**src/rtl/kp_voice_alloc_if.sv**
```systemverilog
// rtl/kp_voice_alloc_if.sv - note event handshake between the event front end and the voice allocator
interface kp_voice_alloc_if #(
  parameter int LEN_W = 16
);
  logic             ev_valid;
  logic             ev_ready;
  logic             ev_on;
  logic [6:0]       ev_note;
  logic [6:0]       ev_vel;
  logic [LEN_W-1:0] ev_len;

  modport master (output ev_valid, ev_on, ev_note, ev_vel, ev_len, input ev_ready);
  modport slave  (input ev_valid, ev_on, ev_note, ev_vel, ev_len, output ev_ready);
endinterface

```
**src/rtl/kp_voice_alloc.sv**
```systemverilog
// rtl/kp_voice_alloc.sv - polyphonic voice allocator driving trig/length/velocity of a KP voice bank
module kp_voice_alloc #(
  parameter int NUM_VOICES = 4,
  parameter int LEN_W      = 16,
  parameter int AGE_W      = 8,
  parameter int TRIG_HOLD  = 8,
  parameter int TRIG_GAP   = 8
) (
  input  logic                        audio_clk,
  input  logic                        reset_n,
  kp_voice_alloc_if.slave             ev,
  output logic [NUM_VOICES-1:0]       voice_trig,
  output logic [NUM_VOICES*LEN_W-1:0] voice_len,
  output logic [NUM_VOICES*7-1:0]     voice_vel,
  output logic [NUM_VOICES-1:0]       voice_active,
  output logic                        steal_pulse
);
  localparam int IDX_W   = $clog2(NUM_VOICES);
  localparam int CNT_MAX = (TRIG_HOLD > TRIG_GAP) ? TRIG_HOLD : TRIG_GAP;
  localparam int CNT_W   = $clog2(CNT_MAX + 1);
  localparam logic [IDX_W-1:0] LAST_IDX = IDX_W'(NUM_VOICES - 1);

  typedef enum logic [1:0] {S_IDLE, S_SCAN, S_COMMIT} state_t;
  typedef enum logic [1:0] {T_IDLE, T_HOLD, T_GAP} trig_t;

  state_t           state;
  logic             ready;
  logic [IDX_W-1:0] scan_idx;
  logic             lat_on;
  logic [6:0]       lat_note;
  logic [6:0]       lat_vel;
  logic [LEN_W-1:0] lat_len;
  logic             found_same, found_free, have_old;
  logic [IDX_W-1:0] same_idx, free_idx, old_idx;
  logic [AGE_W-1:0] old_age;
  logic [6:0]       note [NUM_VOICES];
  logic [AGE_W-1:0] age  [NUM_VOICES];
  trig_t            tst  [NUM_VOICES];
  logic [CNT_W-1:0] tcnt [NUM_VOICES];
  logic [IDX_W-1:0] tgt;
  logic             tgt_ok, do_steal;

  function automatic logic [AGE_W-1:0] sat_inc(input logic [AGE_W-1:0] a);
    return (a == '1) ? a : a + 1'b1;
  endfunction

  assign ev.ev_ready = ready;

  always_comb begin
    tgt      = same_idx;
    tgt_ok   = found_same;
    do_steal = 1'b0;
    if (lat_on && !found_same) begin
      tgt_ok = 1'b1;
      if (found_free) begin
        tgt = free_idx;
      end else begin
        tgt      = old_idx;
        do_steal = 1'b1;
      end
    end
  end

  always_ff @(posedge audio_clk or negedge reset_n) begin
    if (!reset_n) begin
      state        <= S_IDLE;
      ready        <= 1'b0;
      scan_idx     <= '0;
      lat_on       <= 1'b0;
      lat_note     <= '0;
      lat_vel      <= '0;
      lat_len      <= '0;
      found_same   <= 1'b0;
      found_free   <= 1'b0;
      have_old     <= 1'b0;
      same_idx     <= '0;
      free_idx     <= '0;
      old_idx      <= '0;
      old_age      <= '0;
      voice_trig   <= '0;
      voice_len    <= '0;
      voice_vel    <= '0;
      voice_active <= '0;
      steal_pulse  <= 1'b0;
      for (int i = 0; i < NUM_VOICES; i++) begin
        note[i] <= '0;
        age[i]  <= '0;
        tst[i]  <= T_IDLE;
        tcnt[i] <= '0;
      end
    end else begin
      steal_pulse <= 1'b0;
      for (int i = 0; i < NUM_VOICES; i++) begin
        if (voice_active[i]) age[i] <= sat_inc(age[i]);
        case (tst[i])
          T_HOLD: begin
            if (tcnt[i] == '0) begin
              tst[i]        <= T_GAP;
              tcnt[i]       <= CNT_W'(TRIG_GAP - 1);
              voice_trig[i] <= 1'b0;
            end else begin
              tcnt[i] <= tcnt[i] - 1'b1;
            end
          end
          T_GAP: begin
            if (tcnt[i] == '0) tst[i] <= T_IDLE;
            else               tcnt[i] <= tcnt[i] - 1'b1;
          end
          default: ;
        endcase
      end

      case (state)
        S_IDLE: begin
          if (ready && ev.ev_valid) begin
            ready      <= 1'b0;
            state      <= S_SCAN;
            scan_idx   <= '0;
            lat_on     <= ev.ev_on && (ev.ev_vel != 7'd0);
            lat_note   <= ev.ev_note;
            lat_vel    <= ev.ev_vel;
            lat_len    <= ev.ev_len;
            found_same <= 1'b0;
            found_free <= 1'b0;
            have_old   <= 1'b0;
          end else begin
            ready <= 1'b1;
          end
        end
        S_SCAN: begin
          // old_age follows the chosen voice's own aging so later voices compare against its live age
          old_age <= sat_inc(old_age);
          if (voice_active[scan_idx]) begin
            if (!found_same && note[scan_idx] == lat_note) begin
              found_same <= 1'b1;
              same_idx   <= scan_idx;
            end
            if (!have_old || age[scan_idx] > old_age) begin
              have_old <= 1'b1;
              old_idx  <= scan_idx;
              old_age  <= sat_inc(age[scan_idx]);
            end
          end else if (!found_free) begin
            found_free <= 1'b1;
            free_idx   <= scan_idx;
          end
          if (scan_idx == LAST_IDX) state <= S_COMMIT;
          else                      scan_idx <= scan_idx + 1'b1;
        end
        S_COMMIT: begin
          if (!tgt_ok) begin
            state <= S_IDLE;
            ready <= 1'b1;
          end else if (!lat_on) begin
            voice_active[tgt] <= 1'b0;
            state             <= S_IDLE;
            ready             <= 1'b1;
          end else if (tst[tgt] == T_IDLE) begin
            note[tgt]                          <= lat_note;
            voice_len[int'(tgt)*LEN_W +: LEN_W] <= lat_len;
            voice_vel[int'(tgt)*7 +: 7]         <= lat_vel;
            voice_active[tgt]                  <= 1'b1;
            age[tgt]                           <= '0;
            tst[tgt]                           <= T_HOLD;
            tcnt[tgt]                          <= CNT_W'(TRIG_HOLD - 1);
            voice_trig[tgt]                    <= 1'b1;
            steal_pulse                        <= do_steal;
            state                              <= S_IDLE;
            ready                              <= 1'b1;
          end
        end
        default: state <= S_IDLE;
      endcase
    end
  end
endmodule

```
**src/flat_wrapper.sv**
```systemverilog
// flat-port wrapper written by rule: the top's interface ports become plain ports
module kp_voice_alloc_flat 
#(
  parameter int NUM_VOICES = 4,
  parameter int LEN_W      = 16,
  parameter int AGE_W      = 8,
  parameter int TRIG_HOLD  = 8,
  parameter int TRIG_GAP   = 8
)
  (audio_clk, reset_n, voice_trig, voice_len, voice_vel, voice_active, steal_pulse, ev_ev_valid, ev_ev_on, ev_ev_note, ev_ev_vel, ev_ev_len, ev_ev_ready);
  kp_voice_alloc_if #(.LEN_W(LEN_W)) ev_i ();
  input  logic audio_clk;
  input  logic reset_n;
  output logic [NUM_VOICES-1:0] voice_trig;
  output logic [NUM_VOICES*LEN_W-1:0] voice_len;
  output logic [NUM_VOICES*7-1:0] voice_vel;
  output logic [NUM_VOICES-1:0] voice_active;
  output logic steal_pulse;
  input wire logic [$bits(ev_i.ev_valid)-1:0] ev_ev_valid;
  input wire logic [$bits(ev_i.ev_on)-1:0] ev_ev_on;
  input wire logic [$bits(ev_i.ev_note)-1:0] ev_ev_note;
  input wire logic [$bits(ev_i.ev_vel)-1:0] ev_ev_vel;
  input wire logic [$bits(ev_i.ev_len)-1:0] ev_ev_len;
  output wire logic [$bits(ev_i.ev_ready)-1:0] ev_ev_ready;
  assign ev_i.ev_valid = ev_ev_valid;
  assign ev_i.ev_on = ev_ev_on;
  assign ev_i.ev_note = ev_ev_note;
  assign ev_i.ev_vel = ev_ev_vel;
  assign ev_i.ev_len = ev_ev_len;
  assign ev_ev_ready = ev_i.ev_ready;
  kp_voice_alloc #(.NUM_VOICES(NUM_VOICES), .LEN_W(LEN_W), .AGE_W(AGE_W), .TRIG_HOLD(TRIG_HOLD), .TRIG_GAP(TRIG_GAP)) u_core (.audio_clk(audio_clk), .reset_n(reset_n), .ev(ev_i), .voice_trig(voice_trig), .voice_len(voice_len), .voice_vel(voice_vel), .voice_active(voice_active), .steal_pulse(steal_pulse));
endmodule
```
**config.mk**
```make
export PLATFORM = sky130hd
export DESIGN_NAME = kp_voice_alloc_flat
export DESIGN_NICKNAME = d
export VERILOG_FILES = /design/src/rtl/kp_voice_alloc_if.sv /design/src/rtl/kp_voice_alloc.sv /design/src/flat_wrapper.sv
export SDC_FILE = /design/constraint.sdc
export NUM_CORES = 1
export LEC_CHECK = 0
export ABC_AREA = 1
export CAP_MARGIN = 20
export CORE_MARGIN = 5
export CORE_UTILIZATION = 40
export DETAILED_ROUTE_END_ITERATION = 16
export REMOVE_ABC_BUFFERS = 1
export SYNTH_ARGS = -nofsm -noshare
export SYNTH_HDL_FRONTEND = slang
export SYNTH_SLANG_ARGS = --single-unit
```
**constraint.sdc**
```tcl
create_clock -name audio_clk -period 3.9 [get_ports audio_clk]
set_input_delay 0.39 -clock audio_clk [delete_from_list [all_inputs] [get_ports audio_clk]]
set_output_delay 0.39 -clock audio_clk [all_outputs]
set_load 0.02 [all_outputs]
```
==> results of run 1 <==
[layout make-up]
class / count / area (um^2) / share of cell area, %
clock buffers: 37 / 773 / 5.15
clock inverters: 11 / 151 / 1.01
inverters: 159 / 597 / 3.97
multi-input cells: 1191 / 5530 / 36.8
flip-flops and latches: 238 / 5960 / 39.7
well taps: 396 / 495 / 3.30
repair buffers: 154 / 1510 / 10.1
[per-layer routing]
metal	wire [um]	GRT usage (%)	up-vias
li1	-	-	5455
met1	15900	28.3	5174
met2	16000	32.5	259
met3	1800	3.25	63
met4	958	5.54	0
met5	0	0	-
[registers in the layout, indices dropped and copies added, names as in the netlist, 7 cells and up, named ones only]
signal            flops
u_core.old_age        8
u_core.note          28
u_core.lat_note       7
u_core.tcnt          16
u_core.tst            8
u_core.voice_vel     28
u_core.voice_len     64
u_core.lat_vel        7
u_core.age           32
u_core.lat_len       16
[power by group]
group	internal, mW	total [mW]	switching (mW)
logic	1.56	4.91	3.35
clock network	1.59	2.65	1.06
registers	3.09	3.63	0.538
total	6.24	11.2	4.95
[how the worst max path moves through the flow]
| stage | endpoint | slack (ps) | cells past startpoint |
|---|---|---|---|
| 2_1_floorplan | u_core.age[5]$_DFF_PN0_ | -1040 | 12 |
| 3_3_place_gp | u_core.old_age[2]$_DFFE_PN0P_ | 870 | 16 |
| 3_5_place_dp | u_core.voice_vel[21]$_DFFE_PN0P_ | 790 | 10 |
| 4_1_cts | u_core.old_idx[0]$_DFFE_PN0P_ | 750 | 14 |
| 5_1_grt | u_core.old_age[0]$_DFFE_PN0P_ | 380 | 16 |
| 6_report | u_core.old_idx[0]$_DFFE_PN0P_ | 720 | 14 |
[critical path: stages (launching register included)]
cell and delay, ps:
dfrtp_1 350, clkinv_1 560, nand2_1 220, nand3_1 100, nand2_1 170, inv_1 70, ha_1 290, nand2_1 70
nor2_1 200, nand2_1 80, nand2_1 70, nand2_1 70, nand2_1 110, nand3_1 370, o21ai_0 350
[cells in the final DEF, fill, tap and decap left out, types with 14 or more instances in the layout]
cell type,instances
clkdlybuf4s50_1,134
buf_4,17
nor3_1,25
nand4_1,17
o21ai_0,70
nand3_1,211
a21oi_1,14
nand2_1,605
xor2_1,19
inv_1,152
nor2_1,143
dfrtp_1,238
clkbuf_16,27
ha_1,39
[what timing repair did]
| action | CTS | global route |
|---|---|---|
| setup buffers | 0 | 0 |
| endpoints found under the hold margin | 95 | 0 |
| hold buffers | 1 | 0 |
[logic make-up (layout without fill, tap and decap cells)]
kind of cell	Yosys count	count (layout)	share of synthesized area, %
xor+xnor	26	26	1.83
fa+ha+maj	39	39	3.93
flops	238	238	47.9
simple gates	1029	1029	34.5
compound gates	96	96	4.09
mux	1	1	0.0906
buf+inv	230	361	7.64
==> impl_results.md, run 1 <==
- Status: finished, final reports clean
- Port bufs: 135
- Fin util: 49.1%
- Netlist cell types: 36
- Worst endpoint data arrival time: 3620 ps
- Row count: 64
- Crit path launch type: flop
- Pin count of the biggest net entering global routing: 99
- Die Y: 186 um
- First-pass GRT wire length: 57.0 mm
- Max-Slew Margin vs Limit: 28.0%
- Minimum clock period: 3180 ps
- Post-route DRC: 0
- Initial antenna violation count: 0
- Power Density: 745 nW/um^2
- Pre-CTS setup slack: 792 ps
- Via count: 10,951
- Yosys reg bits: 238
- Syn_area_per_cell: 7.49 um^2
- Reg2reg start: u_core.scan_idx[0]$_DFFE_PN0P_
- Tcrit/Tclk final: 81.5%
- DR iter-0 viols: 734
- Area Overhead vs Synth: 20.9%
- Setup violators final: 0
- Post-synth top area share: 47.9%
- Synth Warn #: 0
- CTS tree: done
- H-tree depth: 1
- IO Pins: 136
- Setup slack after layout: 721 ps
- Fill cells: 3,044
- Root buf cell: clkbuf_16
- Setup CP Type: flop to flop
- N_diodes: 0
- CTS clk-pin slew, worst paths: 60 ps
- Post-layout power: 11.2 mW
- Net count, final: 1,844
- Die X: 186 um
- MaxCap Viol Count: 0
- Post-Syn Area: 12,400 um^2
- Clk buf depth: 3
- Skew final: 20.5 ps
- Sequential fraction of the synthesis area: 47.9%
- Top FF cell, synth: dfrtp_1
- RSZ-0062 raised after global routing: no
- Post-synthesis cell count: 1,659
- Slew Viols, Final: 0
- Hold Crit Class: primary input to flop
- Most frequent cell after synthesis: nand2_1
- Reg-to-Reg End: u_core.old_idx[0]$_DFFE_PN0P_
- Worst Hold Launch: ev_ev_note[5]
- DRT antenna net count: 0
- Final Non-Filler Cells: 2,186
- Post-cts sizing count: 0
- Least-Margin Pin Slew: 1080 ps
- Lkg Pwr: 7.80 nW
- R2R Setup Slk: 720 ps
- WHS Endpoint: u_core.lat_note[5]$_DFFE_PN0P_
- Routed wire per std cell: 15.9 um
- Initial core utilization: 40.6%
- CP required: 4340 ps
- Placed insts: 2,137
- Min-Delay Path Depth: 3
- Vias per cell: 5.01
- Post-synth top area cell: dfrtp_1
- DRT Wirelength: 34.7 mm
- Grt ovf: 0
- Routability cong.: 0.859
- Max FO, Critical Path: 23
- Hold Fails Final Rpt: 0
- Core area: 30,600 um^2
- Clock sink count: 238
- Number of global-route vias before repair: 10,840
- Sum Neg Setup Slack: 0 ps
- Post-synth EDFFs: 0
- Most instantiated cells after synthesis: nand2_1 (605), dfrtp_1 (238), nand3_1 (211)
- Worst Setup SP: u_core.scan_idx[0]$_DFFE_PN0P_
- Placed Area: 14,100 um^2
- Hold WS: 379 ps
- Gr usage total: 20.1%
- Worst Setup End Kind: flop
- VDD IR-drop max: 0.000516 V
- Main area contributors after synthesis: dfrtp_1 (48%), nand2_1 (18%), nand3_1 (8.5%)
- Clk Latency, worst-skew pair: 560 ps
- R2R depth: 14
- Max Clk Rate: 0.315 GHz
- TritonCTS buffer count: 27
- Die footprint: 34,700 um^2
- Async SR Flop Fraction: 100%
- Design Area, Final: 15,000 um^2
- Post-DP HPWL: 23.9 mm
- Pre-antenna DRT Iters: 5
- Share of layout cells above drive strength 1: 4.80%
(Power assumes the default switching activity.)
==> inputs of run 2 (changes only) <==
==> constraint.sdc (replaced) <==
create_clock -name audio_clk -period 2.8 [get_ports audio_clk]
set_input_delay 0.28 -clock audio_clk [delete_from_list [all_inputs] [get_ports audio_clk]]
set_output_delay 0.28 -clock audio_clk [all_outputs]
set_load 0.02 [all_outputs]
==> run 2 against run 1 <==
Net effect:
- via count rose by 0.89%
- largest cell class unchanged
- final area increased by 1.3%
- worst hold slack got worse by 130 ps
- combinational power rose by 42%
- worst setup slack got worse by 570 ps
- critical path type unchanged
- largest power group unchanged
==> impl_results.md, run 2 (synthesized netlist as in run 1, its figures left out) <==
- RSZ-0062 raised after global routing: yes (was no)
- Fill cells: 2,997 (was 3,044)
- H-tree depth: 1 (unchanged)
- Crit path launch type: flop (unchanged)
- Most used routing layer in global routing: met2 (unchanged)
- Vias per cell: 5.02 (was 5.01)
- Worst endpoint data arrival time: 3080 ps (was 3620 ps)
- Root buf cell: clkbuf_16 (unchanged)
- Number of global-route vias before repair: 10,703 (was 10,840)
- DRT Wirelength: 34.5 mm (was 34.7 mm)
- Sum Neg Setup Slack: 0 ps (unchanged)
- Post-layout power: 15.9 mW (was 11.2 mW)
- Crit-path cells: inv_1 -> nand2_1 -> nand2_1 -> nand2_1 -> o21ai_1 -> nand3_1 -> nand2_1 -> nand2_1 -> nor2_4 -> buf_4 -> nand2_2 -> nand2_1 -> nand2_1 (was clkinv_1 -> nand2_1 -> nand3_1 -> nand2_1 -> inv_1 -> ha_1 -> nand2_1 -> nor2_1 -> nand2_1 -> nand2_1 -> nand2_1 -> nand2_1 -> nand3_1 -> o21ai_0)
- CP required: 3230 ps (was 4340 ps)
- Clk Latency, worst-skew pair: 550 ps (was 560 ps)
- R2R Setup Slk: 150 ps (was 720 ps)
- MaxCap Viol Count: 0 (unchanged)
- N_diodes: 0 (unchanged)
- R2R depth: 13 (was 14)
- Net count, final: 1,857 (was 1,844)
- Tcrit/Tclk final: 94.8% (was 81.5%)
- CTS clk-pin slew, worst paths: 60 ps (about the same)
- Biggest regs: u_core.voice_len x64, u_core.age x32 (unchanged)
- Grt met2 use: 31.4% (was 32.5%)
- Setup CP Type: flop to flop (unchanged)
- Slew Viols, Final: 0 (unchanged)
- IO Pins: 136 (unchanged)
- Skew final: 21.6 ps (was 20.5 ps)
- Placed insts: 2,149 (was 2,137)
- Share of layout cells above drive strength 1: 5.71% (was 4.80%)
- Met1 GRT Util: 28.6% (was 28.3%)
- Via count: 11,049 (was 10,951)
- Clock sink count: 238 (unchanged)
- Least-Margin Pin Slew: 596 ps (was 1080 ps)
- Commonest cells after routing, fill and taps aside: nand2_1 (605), dfrtp_1 (238), nand3_1 (210) (was nand2_1 (605), dfrtp_1 (238), nand3_1 (211))
- Routability cong.: 0.879 (was 0.859)
- Design Area, Final: 15,200 um^2 (was 15,000 um^2)
- Reg area: 5960 um^2 (unchanged)
- Die Y: 186 um (unchanged)
- Hold Fails Final Rpt: 0 (unchanged)
- Die X: 186 um (unchanged)
- # Post-CTS Setup Buffers: 0 (unchanged)
- Worst Setup End Kind: flop (unchanged)
- Global-route met3 utilization: 3.44% (was 3.25%)
- Grt ovf: 0 (unchanged)
- Status: finished, final reports clean (unchanged)
- Post-route DRC: 0 (unchanged)
- Footprint of the multi-input gates: 5540 um^2 (was 5530 um^2)
- Power Density: 1040 nW/um^2 (was 745 nW/um^2)
- CTS tree: done (unchanged)
- Area Overhead vs Synth: 22.4% (was 20.9%)
- Top delay family on crit path: simple AND/OR/NAND/NOR gates (unchanged)
- DR iter-0 viols: 844 (was 734)
- Slowest-stage cell, CP: dfrtp_1 (was clkinv_1)
- Minimum clock period: 2650 ps (was 3180 ps)
- Initial core utilization: 40.6% (unchanged)
- Hold Crit Class: primary input to asynchronous set/reset pin (was primary input to flop)
- Max-Slew Margin vs Limit: 60.3% (was 28.0%)
- Max Clk Rate: 0.377 GHz (was 0.315 GHz)
- Pin count of the biggest net entering global routing: 91 (was 99)
- CP max stage delay: 420 ps (was 560 ps)
- Pre-antenna DRT Iters: 5 (unchanged)
- Setup violators final: 0 (unchanged)
- Reg2reg start: u_core.found_free$_DFFE_PN0P_ (was u_core.scan_idx[0]$_DFFE_PN0P_)
- Initial antenna violation count: 0 (unchanged)
- Lkg Pwr: 7.93 nW (was 7.80 nW)
- VDD IR-drop max: 0.000671 V (was 0.000516 V)
- Die footprint: 34,700 um^2 (unchanged)
- Gr usage total: 19.9% (was 20.1%)
- Commonest non-fill, non-tap cell in the layout: nand2_1 (unchanged)
- Buf/Inv on CP: 2 (unchanged)
- Port bufs: 135 (unchanged)
- Hold WS: 251 ps (was 379 ps)
- Routed wire per std cell: 15.7 um (was 15.9 um)
- Biggest register: u_core.voice_len (unchanged)
- DRT antenna net count: 0 (unchanged)
- Core area: 30,600 um^2 (unchanged)
- First-pass GRT wire length: 56.4 mm (was 57.0 mm)
- Max reg flops: 64 (unchanged)
- Final Non-Filler Cells: 2,200 (was 2,186)
- Most used cell along the critical path: nand2_1 (unchanged)
- Reg-to-Reg End: u_core.voice_len[36]$_DFFE_PN0P_ (was u_core.old_idx[0]$_DFFE_PN0P_)
- Row count: 64 (unchanged)
- Clk buf depth: 3 (unchanged)
- TritonCTS buffer count: 28 (was 27)
- Placed Area: 14,200 um^2 (was 14,100 um^2)
- Post-DP HPWL: 23.9 mm (about the same)
- Max FO, Critical Path: 23 (unchanged)
run 2: stage by stage:
| stage | setup slack (ps) | utilization (%) |
|---|---|---|
| 3_3_place_gp | 137 | 46.4 |
| 3_5_place_dp | 17.1 | 46.4 |
| 2_1_floorplan | -2140 | - |
| 6_report | 147 | 49.7 |
| 4_1_cts | 105 | 49.6 |
| 5_1_grt | -105 | 49.7 |
run 2: what timing repair did:
item                       in CTS  in global routing
hold endpoints to repair       46                  0
resized for setup               1                  3
hold buffers                    1                  0
pin swaps                       0                  0
gates cloned                    0                  0
setup endpoints to repair       4                119
run 2: worst max-delay path by stage:
stage / start / endpoint / slack [ps] / cells past startpoint
floorplan: u_core.found_same$_DFFE_PN0P_ / u_core.age[5]$_DFF_PN0_ / -2140 / 12
global placement: u_core.scan_idx[0]$_DFFE_PN0P_ / u_core.old_age[4]$_DFFE_PN0P_ / 140 / 17
detailed placement: u_core.scan_idx[0]$_DFFE_PN0P_ / u_core.old_age[2]$_DFFE_PN0P_ / 20 / 16
CTS: u_core.lat_on$_DFFE_PN0P_ / u_core.age[5]$_DFF_PN0_ / 110 / 10
global route: u_core.found_free$_DFFE_PN0P_ / u_core.voice_vel[19]$_DFFE_PN0P_ / -110 / 13
finish: u_core.found_free$_DFFE_PN0P_ / u_core.voice_len[36]$_DFFE_PN0P_ / 150 / 13
run 2: where the power goes:
group	switching [mW]	total, mW	internal [mW]
clock network	1.49	3.82	2.33
registers	0.785	5.09	4.31
logic	4.66	6.96	2.30
run 2: cell type report:
type	count	area share (%)
clock buffer	36	5.14
clock inverter	14	1.23
inverter	159	3.93
multi-input combinational	1191	36.5
sequential	238	39.2
tap	396	3.26
timing repair buffer	166	10.8
run 2: metal layers:
| layer | up-vias | part of all wire, % | wire length, um |
|---|---|---|---|
| li1 | 5488 | - | - |
| met1 | 5243 | 47 | 16100 |
| met2 | 273 | 46 | 15800 |
| met3 | 45 | 5.1 | 1750 |
| met4 | 0 | 2.4 | 830 |
| met5 | - | 0 | 0 |
run 2: worst register-to-register path, delay by kind of cell, from the launching register on:
| family | cells | cell delay, ps |
|---|---|---|
| AND/OR/NAND/NOR | 10 | 1470 |
| flip-flops | 1 | 420 |
| buffers and inverters | 2 | 420 |
| AO/OA/AOI/OAI | 1 | 230 |
